File: config.mk
export PLATFORM = sky130hd
export DESIGN_NAME = src_bf16_rnd
export DESIGN_NICKNAME = d
export VERILOG_FILES = /design/src/rtl/tiny_dnn_pkg.sv /design/src/rtl/src_bf16_rnd_fp32_to_bf16.sv /design/src/rtl/src_bf16_rnd.sv
export SDC_FILE = /design/constraint.sdc
export NUM_CORES = 1
export LEC_CHECK = 0
export CAP_MARGIN = 10
export CORE_UTILIZATION = 30
export DETAILED_ROUTE_END_ITERATION = 10
export PLACE_DENSITY = 0.64
export SYNTH_ARGS = -nofsm -noshare
export SYNTH_HDL_FRONTEND = slang
export SYNTH_SLANG_ARGS = --single-unit
export TNS_END_PERCENT = 30
File: constraint.sdc
create_clock -name clk -period 3 [get_ports clk]
set_input_delay 0.6 -clock clk [delete_from_list [all_inputs] [get_ports clk]]
set_output_delay 0.6 -clock clk [all_outputs]
set_load 0.01 [all_outputs]
File: src/rtl/tiny_dnn_pkg.sv
// Shared constants and payload types for the bf16 input conditioner.
package tiny_dnn_pkg;

    localparam int unsigned FP32_W = 32;
    localparam int unsigned BF16_W = 16;
    localparam int unsigned LEN_W  = 12;

    localparam logic [BF16_W-1:0] BF16_QNAN    = 16'h7FC0;
    localparam logic [7:0]        FP32_EXP_MAX = 8'hFF;

    typedef struct packed {
        logic [BF16_W-1:0] h;
        logic              ovf;
    } bf16_t;

endpackage

File: src/rtl/src_bf16_rnd_fp32_to_bf16.sv
// Combinational fp32 -> bf16 conversion: NaN canonicalisation, denormal flush,
// round-to-nearest-even (or truncation) and overflow-to-Inf detection.
module fp32_to_bf16
    import tiny_dnn_pkg::*;
(
    input  logic [FP32_W-1:0] w,
    input  logic              rnd_en,
    output logic [BF16_W-1:0] h,
    output logic              ovf
);

    logic              sgn;
    logic [7:0]        e;
    logic [22:0]       m;
    logic              is_nan;
    logic              is_den;
    logic              inc;
    logic [BF16_W-1:0] rnd_h;

    always_comb begin
        sgn    = w[31];
        e      = w[30:23];
        m      = w[22:0];
        is_nan = (e == FP32_EXP_MAX) && (m != '0);
        is_den = (e == 8'h00);
        // Guard bit set and (odd lsb or sticky): round up; ties go to even.
        inc    = rnd_en & w[15] & (w[16] | (|w[14:0]));
        rnd_h  = w[31:16] + BF16_W'(inc);
        h      = rnd_h;
        ovf    = 1'b0;
        if (is_nan) begin
            h = {sgn, BF16_QNAN[14:0]};
        end else if (is_den) begin
            h = {sgn, 15'b0};
        end else begin
            ovf = (e != FP32_EXP_MAX) && (rnd_h[14:7] == FP32_EXP_MAX);
        end
    end

endmodule

File: src/rtl/src_bf16_rnd.sv
// Two-stage valid/ready stream conditioner: fp32 -> bf16 in [31:16], plus
// packet-length checking and a saturating rounding-overflow counter.
module src_bf16_rnd
    import tiny_dnn_pkg::*;
#(
    parameter int unsigned CNT_W = 16
) (
    input  logic              clk,
    input  logic              reset,
    input  logic              rnd_en,
    input  logic [LEN_W-1:0]  len,
    input  logic              clr,
    input  logic              in_valid,
    input  logic [FP32_W-1:0] in_data,
    input  logic              in_last,
    output logic              in_ready,
    output logic              out_valid,
    output logic [FP32_W-1:0] out_data,
    output logic              out_last,
    input  logic              out_ready,
    output logic              len_err,
    output logic [CNT_W-1:0]  ovf_cnt
);

    logic              v1_q, v1_d;
    logic              v2_q, v2_d;
    logic [BF16_W-1:0] s1_h_q, s1_h_d;
    logic              s1_last_q, s1_last_d;
    logic [BF16_W-1:0] s2_h_q, s2_h_d;
    logic              s2_last_q, s2_last_d;
    logic [LEN_W-1:0]  bc_q, bc_d;
    logic              len_err_q, len_err_d;
    logic [CNT_W-1:0]  ovf_cnt_q, ovf_cnt_d;

    logic              adv1, adv2, acc;
    logic [LEN_W:0]    bc_inc;
    logic              len_hit, len_on, err_set;
    logic [BF16_W-1:0] cvt_h;
    logic              cvt_ovf;
    bf16_t             cvt;

    fp32_to_bf16 u_cvt (
        .w      (in_data),
        .rnd_en (rnd_en),
        .h      (cvt_h),
        .ovf    (cvt_ovf)
    );

    assign cvt = '{h: cvt_h, ovf: cvt_ovf};

    // Pipeline advance, length check and counter next-state.
    always_comb begin
        adv2      = ~v2_q | out_ready;
        adv1      = ~v1_q | adv2;
        acc       = in_valid & adv1;

        v1_d      = v1_q;
        s1_h_d    = s1_h_q;
        s1_last_d = s1_last_q;
        v2_d      = v2_q;
        s2_h_d    = s2_h_q;
        s2_last_d = s2_last_q;
        bc_d      = bc_q;
        len_err_d = len_err_q;
        ovf_cnt_d = ovf_cnt_q;

        if (adv1) begin
            v1_d = acc;
            if (acc) begin
                s1_h_d    = cvt.h;
                s1_last_d = in_last;
            end
        end
        if (adv2) begin
            v2_d = v1_q;
            if (v1_q) begin
                s2_h_d    = s1_h_q;
                s2_last_d = s1_last_q;
            end
        end

        bc_inc  = {1'b0, bc_q} + (LEN_W+1)'(1);
        len_hit = (bc_inc == {1'b0, len});
        len_on  = (len != '0);
        err_set = acc & len_on & (in_last ? ~len_hit : len_hit);
        if (acc) begin
            if (in_last) begin
                bc_d = '0;
            end else if (bc_q != '1) begin
                bc_d = bc_q + LEN_W'(1);
            end
        end

        // Clear first so a same-cycle error or overflow still lands.
        if (clr) begin
            len_err_d = 1'b0;
            ovf_cnt_d = '0;
        end
        if (err_set) begin
            len_err_d = 1'b1;
        end
        if (acc && cvt.ovf && (ovf_cnt_d != '1)) begin
            ovf_cnt_d = ovf_cnt_d + CNT_W'(1);
        end
    end

    always_ff @(posedge clk or posedge reset) begin
        if (reset) begin
            v1_q      <= 1'b0;
            v2_q      <= 1'b0;
            s1_h_q    <= '0;
            s1_last_q <= 1'b0;
            s2_h_q    <= '0;
            s2_last_q <= 1'b0;
            bc_q      <= '0;
            len_err_q <= 1'b0;
            ovf_cnt_q <= '0;
        end else begin
            v1_q      <= v1_d;
            v2_q      <= v2_d;
            s1_h_q    <= s1_h_d;
            s1_last_q <= s1_last_d;
            s2_h_q    <= s2_h_d;
            s2_last_q <= s2_last_d;
            bc_q      <= bc_d;
            len_err_q <= len_err_d;
            ovf_cnt_q <= ovf_cnt_d;
        end
    end

    assign in_ready  = adv1;
    assign out_valid = v2_q;
    assign out_data  = {s2_h_q, 16'h0000};
    assign out_last  = s2_last_q;
    assign len_err   = len_err_q;
    assign ovf_cnt   = ovf_cnt_q;

endmodule

== Yosys cells after proc, flatten, opt, wreduce, memory -nomap -nowiden ==
Index checks and enable logic that the tools add are counted.
Operators by class
  add/sub/neg operators: 4
  multipliers: 0
  div/mod/pow operators: 0
  magnitude comparators: 0
  equality and inequality tests: 6
  shift-type cells: 0
  mux-type cells: 11
  bitwise logic cells: 11
  reduce and logical (&&, ||, !) cells: 13
Operators by type and width (count)
  $mux 16: 4
  $mux 12: 2
  $reduce_bool 23->1: 1
  $add 16x1->16: 1
  $add 16x1->16 const B: 1
  $eq 8x8->1 const B: 2
  $ne 16x16->1 const B: 1
  $reduce_or 15->1: 1
  $add 12x1->13 const B: 1
  $eq 13x12->1: 1
  $add 12x1->12 const B: 1
  $ne 12x12->1 const B: 1
  $reduce_bool 12->1: 1
  $logic_not 8->1: 1
  $ne 8x8->1 const B: 1
  $reduce_and 2->1: 3
  $and 1x1->1: 5
  $mux 1: 5
  $logic_and 1x1->1: 4
  $reduce_bool 2->1: 2
  $not 1->1: 3
  $or 1x1->1: 3
Storage, ports and cells
  register bits after elaboration: 65
  latch bits: 0
  bits in writable memories: 0
  ROM bits: 0
  input port bits: 51
  output and inout bits: 52
  word-level logic and storage cells: 54
  memories kept: 0

== Depth between registers and ports, before layout ==
Gate-level depths: netlist (run 1).
  depth in word-level cells: 11
  depth in mapped cells: 10
  gate-level depth less buffers: 9

== By module ==
Synthesis (run 1) repeated with hierarchy kept, for this count alone.
Second synthesis, totals
  cells, all modules: 394
  area, all modules: 3882.5 µm²
Modules (own cells, without submodules)
  src_bf16_rnd: instances 1, cells each 316, area an instance 3420.8 µm², sequential area each 1626.6 µm²
  fp32_to_bf16: instances 1, cells each 78, area an instance 461.7 µm², sequential area each 0.0 µm²

== Worst setup path after synthesis (run 1) ==
No wires, ideal clock.
  path type: input to register
  start: input clr
  end: register ovf_cnt_q[10], in the netlist ovf_cnt[10]
  library setup time: 128 ps
  arrival: 2628 ps
  data required time: 2872 ps
  path slack: 244 ps
  stages: 9
  path buffers: 2
  cells stage by stage: clkbuf_1 nor2b_1 ha_1 and3_1 and2_1 a311o_2 buf_6 nor4_2 mux2_1
Between the ends
  longest elaborated chain between the ends: 4
  elaborated cells between the ends (all ways): 5
  those cells by class: add/sub: 1; eq/ne: 1; mux: 2; reduce/logical: 1
RTL lines
  start: declaration: line src_bf16_rnd.sv:12  | input logic clr,
  $mux 16 (*): line src_bf16_rnd.sv:95  | if (clr) begin
  branches (longest 2 deep; another with $add 16x1->16)
  $mux 16 (*): line src_bf16_rnd.sv:102  | if (acc && cvt.ovf && (ovf_cnt_d != '1)) begin
  named net ovf_cnt_d[10]: line src_bf16_rnd.sv:33  | logic [CNT_W-1:0] ovf_cnt_q, ovf_cnt_d;
  end signal: assignment: line src_bf16_rnd.sv:127  | ovf_cnt_q <= ovf_cnt_d;
  end: declaration: line src_bf16_rnd.sv:33
Mark *: on every way through the listed nets, which the timed path passes.
A chain may end at the register's enable or synchronous reset.

== Worst setup path in the final report (run 1) ==
  start: input in_data[16]
  end: register ovf_cnt_q[15], in the netlist ovf_cnt[15]
Between the ends
  longest elaborated chain between the ends: 10
  elaborated cells between the ends (all ways): 12
  those cells by class: add/sub: 1; eq/ne: 1; mux: 3; bitwise: 2; reduce/logical: 5
RTL lines
  start: declaration: line src_bf16_rnd.sv:14  | input logic [FP32_W-1:0] in_data,
  $or 1x1->1: line src_bf16_rnd_fp32_to_bf16.sv:27  | inc = rnd_en & w[15] & (w[16] | (|w[14:0]));
  $and 1x1->1: line src_bf16_rnd_fp32_to_bf16.sv:27
  $add 16x1->16: line src_bf16_rnd_fp32_to_bf16.sv:28  | rnd_h = w[31:16] + BF16_W'(inc);
  $eq 8x8->1: line src_bf16_rnd_fp32_to_bf16.sv:36  | ovf = (e != FP32_EXP_MAX) && (rnd_h[14:7] == FP32_EXP_MAX);
  $logic_and 1x1->1: line src_bf16_rnd_fp32_to_bf16.sv:36
  $mux 1: line src_bf16_rnd_fp32_to_bf16.sv:33  | end else if (is_den) begin
  $mux 1 (*): line src_bf16_rnd_fp32_to_bf16.sv:31  | if (is_nan) begin
  $logic_and 1x1->1 (*) (2 in a row): line src_bf16_rnd.sv:102
  $mux 16 (*): line src_bf16_rnd.sv:102
  named net ovf_cnt_d[15]: line src_bf16_rnd.sv:33
Mark *: on every way through the listed nets, which the timed path passes. The rest lies on a longest branch.

==> results of run 1 <==
-- metrics by stage --
stage | instances | cell area (µm²)
floorplan | 439 | 4060
global placement | 716 | 5380
detailed placement | 716 | 5380
CTS | 732 | 5670
global route | 733 | 5670
finish | 733 | 5670
-- cells in the final DEF (no fill, tap or decap), types with 11 or more instances in the layout --
master / count
and3_1: 14
nor2b_1: 12
conb_1: 16
nor4_1: 17
xor2_1: 14
nor2_1: 24
clkdlybuf4s50_1: 86
nand2_1: 44
xnor2_1: 18
buf_4: 50
dfrtp_1: 65
nand4_1: 11
nand3_1: 13
mux2_2: 23
o21ai_0: 27
-- critical path, delay by kind of cell --
family	cells	cell delay [ns]
buffers and inverters	2	0.65
and+or+nand+nor	3	0.74
AOI/OAI and AO/OA	2	0.64
muxes	1	0.37
-- state kept, by name, summed over array words and instances, names as in the netlist --
| register | count |
|---|---|
| ovf_cnt | 16 |
| len_err | 1 |
| v1_q | 1 |
| s1_h_q | 16 |
| out_valid | 1 |
| s2_h_q | 16 |
| bc_q | 12 |
| s1_last_q | 1 |
| out_last | 1 |
-- power by group through the flow --
stage	sequential (mW)	clock, mW	combinational (mW)
2_1_floorplan	1.07	0	0.237
3_3_place_gp	1.05	0	0.548
3_5_place_dp	1.05	0	0.555
4_1_cts	1.04	1.05	0.557
5_1_grt	1.05	1.09	0.599
6_report	1.04	1.02	0.552
-- path summary, 6_finish.rpt --
check                              end  slack, ns
hold / removal               s1_h_q[2]       0.48
hold reg to reg              s1_h_q[2]       0.48
min in group asynchronous      bc_q[5]       0.66
max in group asynchronous    s1_h_q[1]       2.07
setup reg to reg               bc_q[3]       0.52
setup / recovery           ovf_cnt[15]       0.20
-- layer usage --
layer / wire (µm) / track usage [%]
met4: 219 / 6.49
met3: 589 / 4.22
met5: 0 / 0
met1: 4830 / 19.6
met2: 4920 / 26.0
-- kinds of logic (layout without fill, tap and decap cells) --
family                     Yosys count  in the layout
xor gates and xnor gates            32             32
other                                1             16
DFF                                 65             65
muxes                               28             28
adders and majority gates            3              3
AOI/OAI and AO/OA                   73             73
and+or+nand+nor                    180            180
buffers and inverters               42            164
-- area by class of cell --
class / instances / area [µm²] / share of cell area, %
Multi-Input combinational cell: 332 / 2210 / 38.9
Sequential cell: 65 / 1630 / 28.7
Timing Repair Buffer: 140 / 1300 / 22.9
Clock buffer: 12 / 267 / 4.70
Tap cell: 172 / 215 / 3.79
Inverter: 8 / 30.0 / 0.529
Clock inverter: 4 / 26.3 / 0.463
==> impl_metrics.toml, run 1 <==
[outcome]
status = "finished, final reports clean"

[logic_synthesis]
synth_top_family_by_area = "simple AND/OR/NAND/NOR gates"
postSynthAreaPerCell_um2 = 9.45
yosysTopAreaCell = "dfrtp_1"
synth_common_cells = "dfrtp_1 (65), nand2_1 (44), o21ai_0 (27)"
mappedNetlistArea_um2 = 4010
synth_area_leaders = "dfrtp_1 (41%), mux2_2 (6.5%), nand2_1 (4.1%), xnor2_1 (3.9%), o21ai_0 (3.4%)"
synthAdderAreaFrac_pct = 0.937
synthCells = 424
synthDistinctLibCells = 61
synthArstFlopShare_pct = 100
yosys.area_share.simple_pct = 25.8
synth_most_common_cell = "dfrtp_1"
ys_seq_elements = 65
synth_compound_area_share_pct = 12.0
yosysWarnings = 0
ys_seq_area_share_pct = 40.6
synth_edf_count = 0
synth_xor_area_share_pct = 6.99
synth_top_cell_area_share_pct = 40.6
ys.flop_type = "dfrtp_1"
synthMuxAreaShare_pct = 7.87

[cells_and_area]
area_growth_pct = 41.6
fin_util_pct = 44.2
num_antenna_cells = 0
nets = 610
drive_gt1_share_pct = 19.6
fill_cells = 1253

[global_routing]
track_usage_pct = 15.8
overflow = 0
antenna_found_initial = 0
grt_max_degree = 66
grt_pass1_vias = 3713
grt_pass1_wl_mm = 17.7

[cts]
cts-root-buf = "clkbuf_16"
cts.sinks = 65
cts_max_path_buffers = 2
cts_tree = "built"
postCtsSetupBuffers = 0
htreeDepth = 3
worst_setup_hold_path_clk_slew_ns = 0.06
clk_latency_ns = 0.33
postCtsHoldBufs = 0
cts-buffers-inserted = 9
cts_resized = 0

[floorplanning]
num_rows = 41
die_h_um = 118
die_area_um2 = 13800
ios = 103
core_um2 = 12800
die_x_um = 118
initial_utilization_pct = 31.2

[worst_setup_path]
crit_fanout = 15
cp.required_ns = 3.22
critPathKind = "in -> reg"
cp-start-kind = "input port"
endpoint_kind = "flip-flop"
slowest_stage = "a311o_2"
startpoint = "in_data[16]"
critPathArrivalTime_ns = 3.02
slowest_delay_ns = 0.51
r2r_cells = 8
crit_chain = "clkdlybuf4s50_1 > nand3_2 > buf_4 > nor4_4 > a21oi_1 > a311o_2 > nor4_1 > mux2_2"
timing.rr.start = "bc_q[0]"

[power_and_ir_drop]
swShare_pct = 26.5
p_leak_nw = 2.44
power_switching_uw = 691
power_mw = 2.61
irDropWorstVdd_mv = 0.262
p_int_mw = 1.91
pwr_density_cell_nw_per_um2 = 459
power_frac_seq_pct = 39.7
p_comb_share_pct = 21.2
clkPwrFrac_pct = 39.1

[routing]
avgRoutedWirePerCell_um = 14.4
vias = 3625
dr.pass1.iters = 4
finalWirelength_mm = 10.5
drc = 0
first_iter_violations = 134
ant_nets = 0
viasPerCell = 4.95

[placement]
gp_congestion = 0.857
dpl.hpwl_mm = 7.91
dp_slack_ns = -0.127
portBuffers = 86

[sta]
setup_violations = 0
holdWs_ns = 0.479
fin_skew_ns = 0.00542
period_share_pct = 93.3
worstMarginPinSlew_ns = 0.740
maxSlewHeadroom_pct = 50.2
max_freq_ghz = 0.357
fin_crit_ns = 2.80
setup_tns_ns = 0
finalHoldViolCount = 0
final.setup.worst_slack_ns = 0.201
slew_viol_final = 0
rsz0062_at_grt = "false"

[run]
maxCapViolCount = 0

[min_path]
hold_start = "s1_h_q[2]"
hold_depth = 2
min-delay-path-class = "reg -> reg"
Note: power is estimated with default switching activity, not from simulation.
==> run 2, diff against run 1 <==
--- a/config.mk
+++ b/config.mk
@@ -5,6 +5,7 @@
 export SDC_FILE = /design/constraint.sdc
 export NUM_CORES = 1
 export LEC_CHECK = 0
+export ABC_CLOCK_PERIOD_IN_PS = 3000
 export CAP_MARGIN = 10
 export CORE_UTILIZATION = 30
 export DETAILED_ROUTE_END_ITERATION = 10
==> results of run 2 <==
The final DEF is identical to that of run 1; final timing and power are the same.
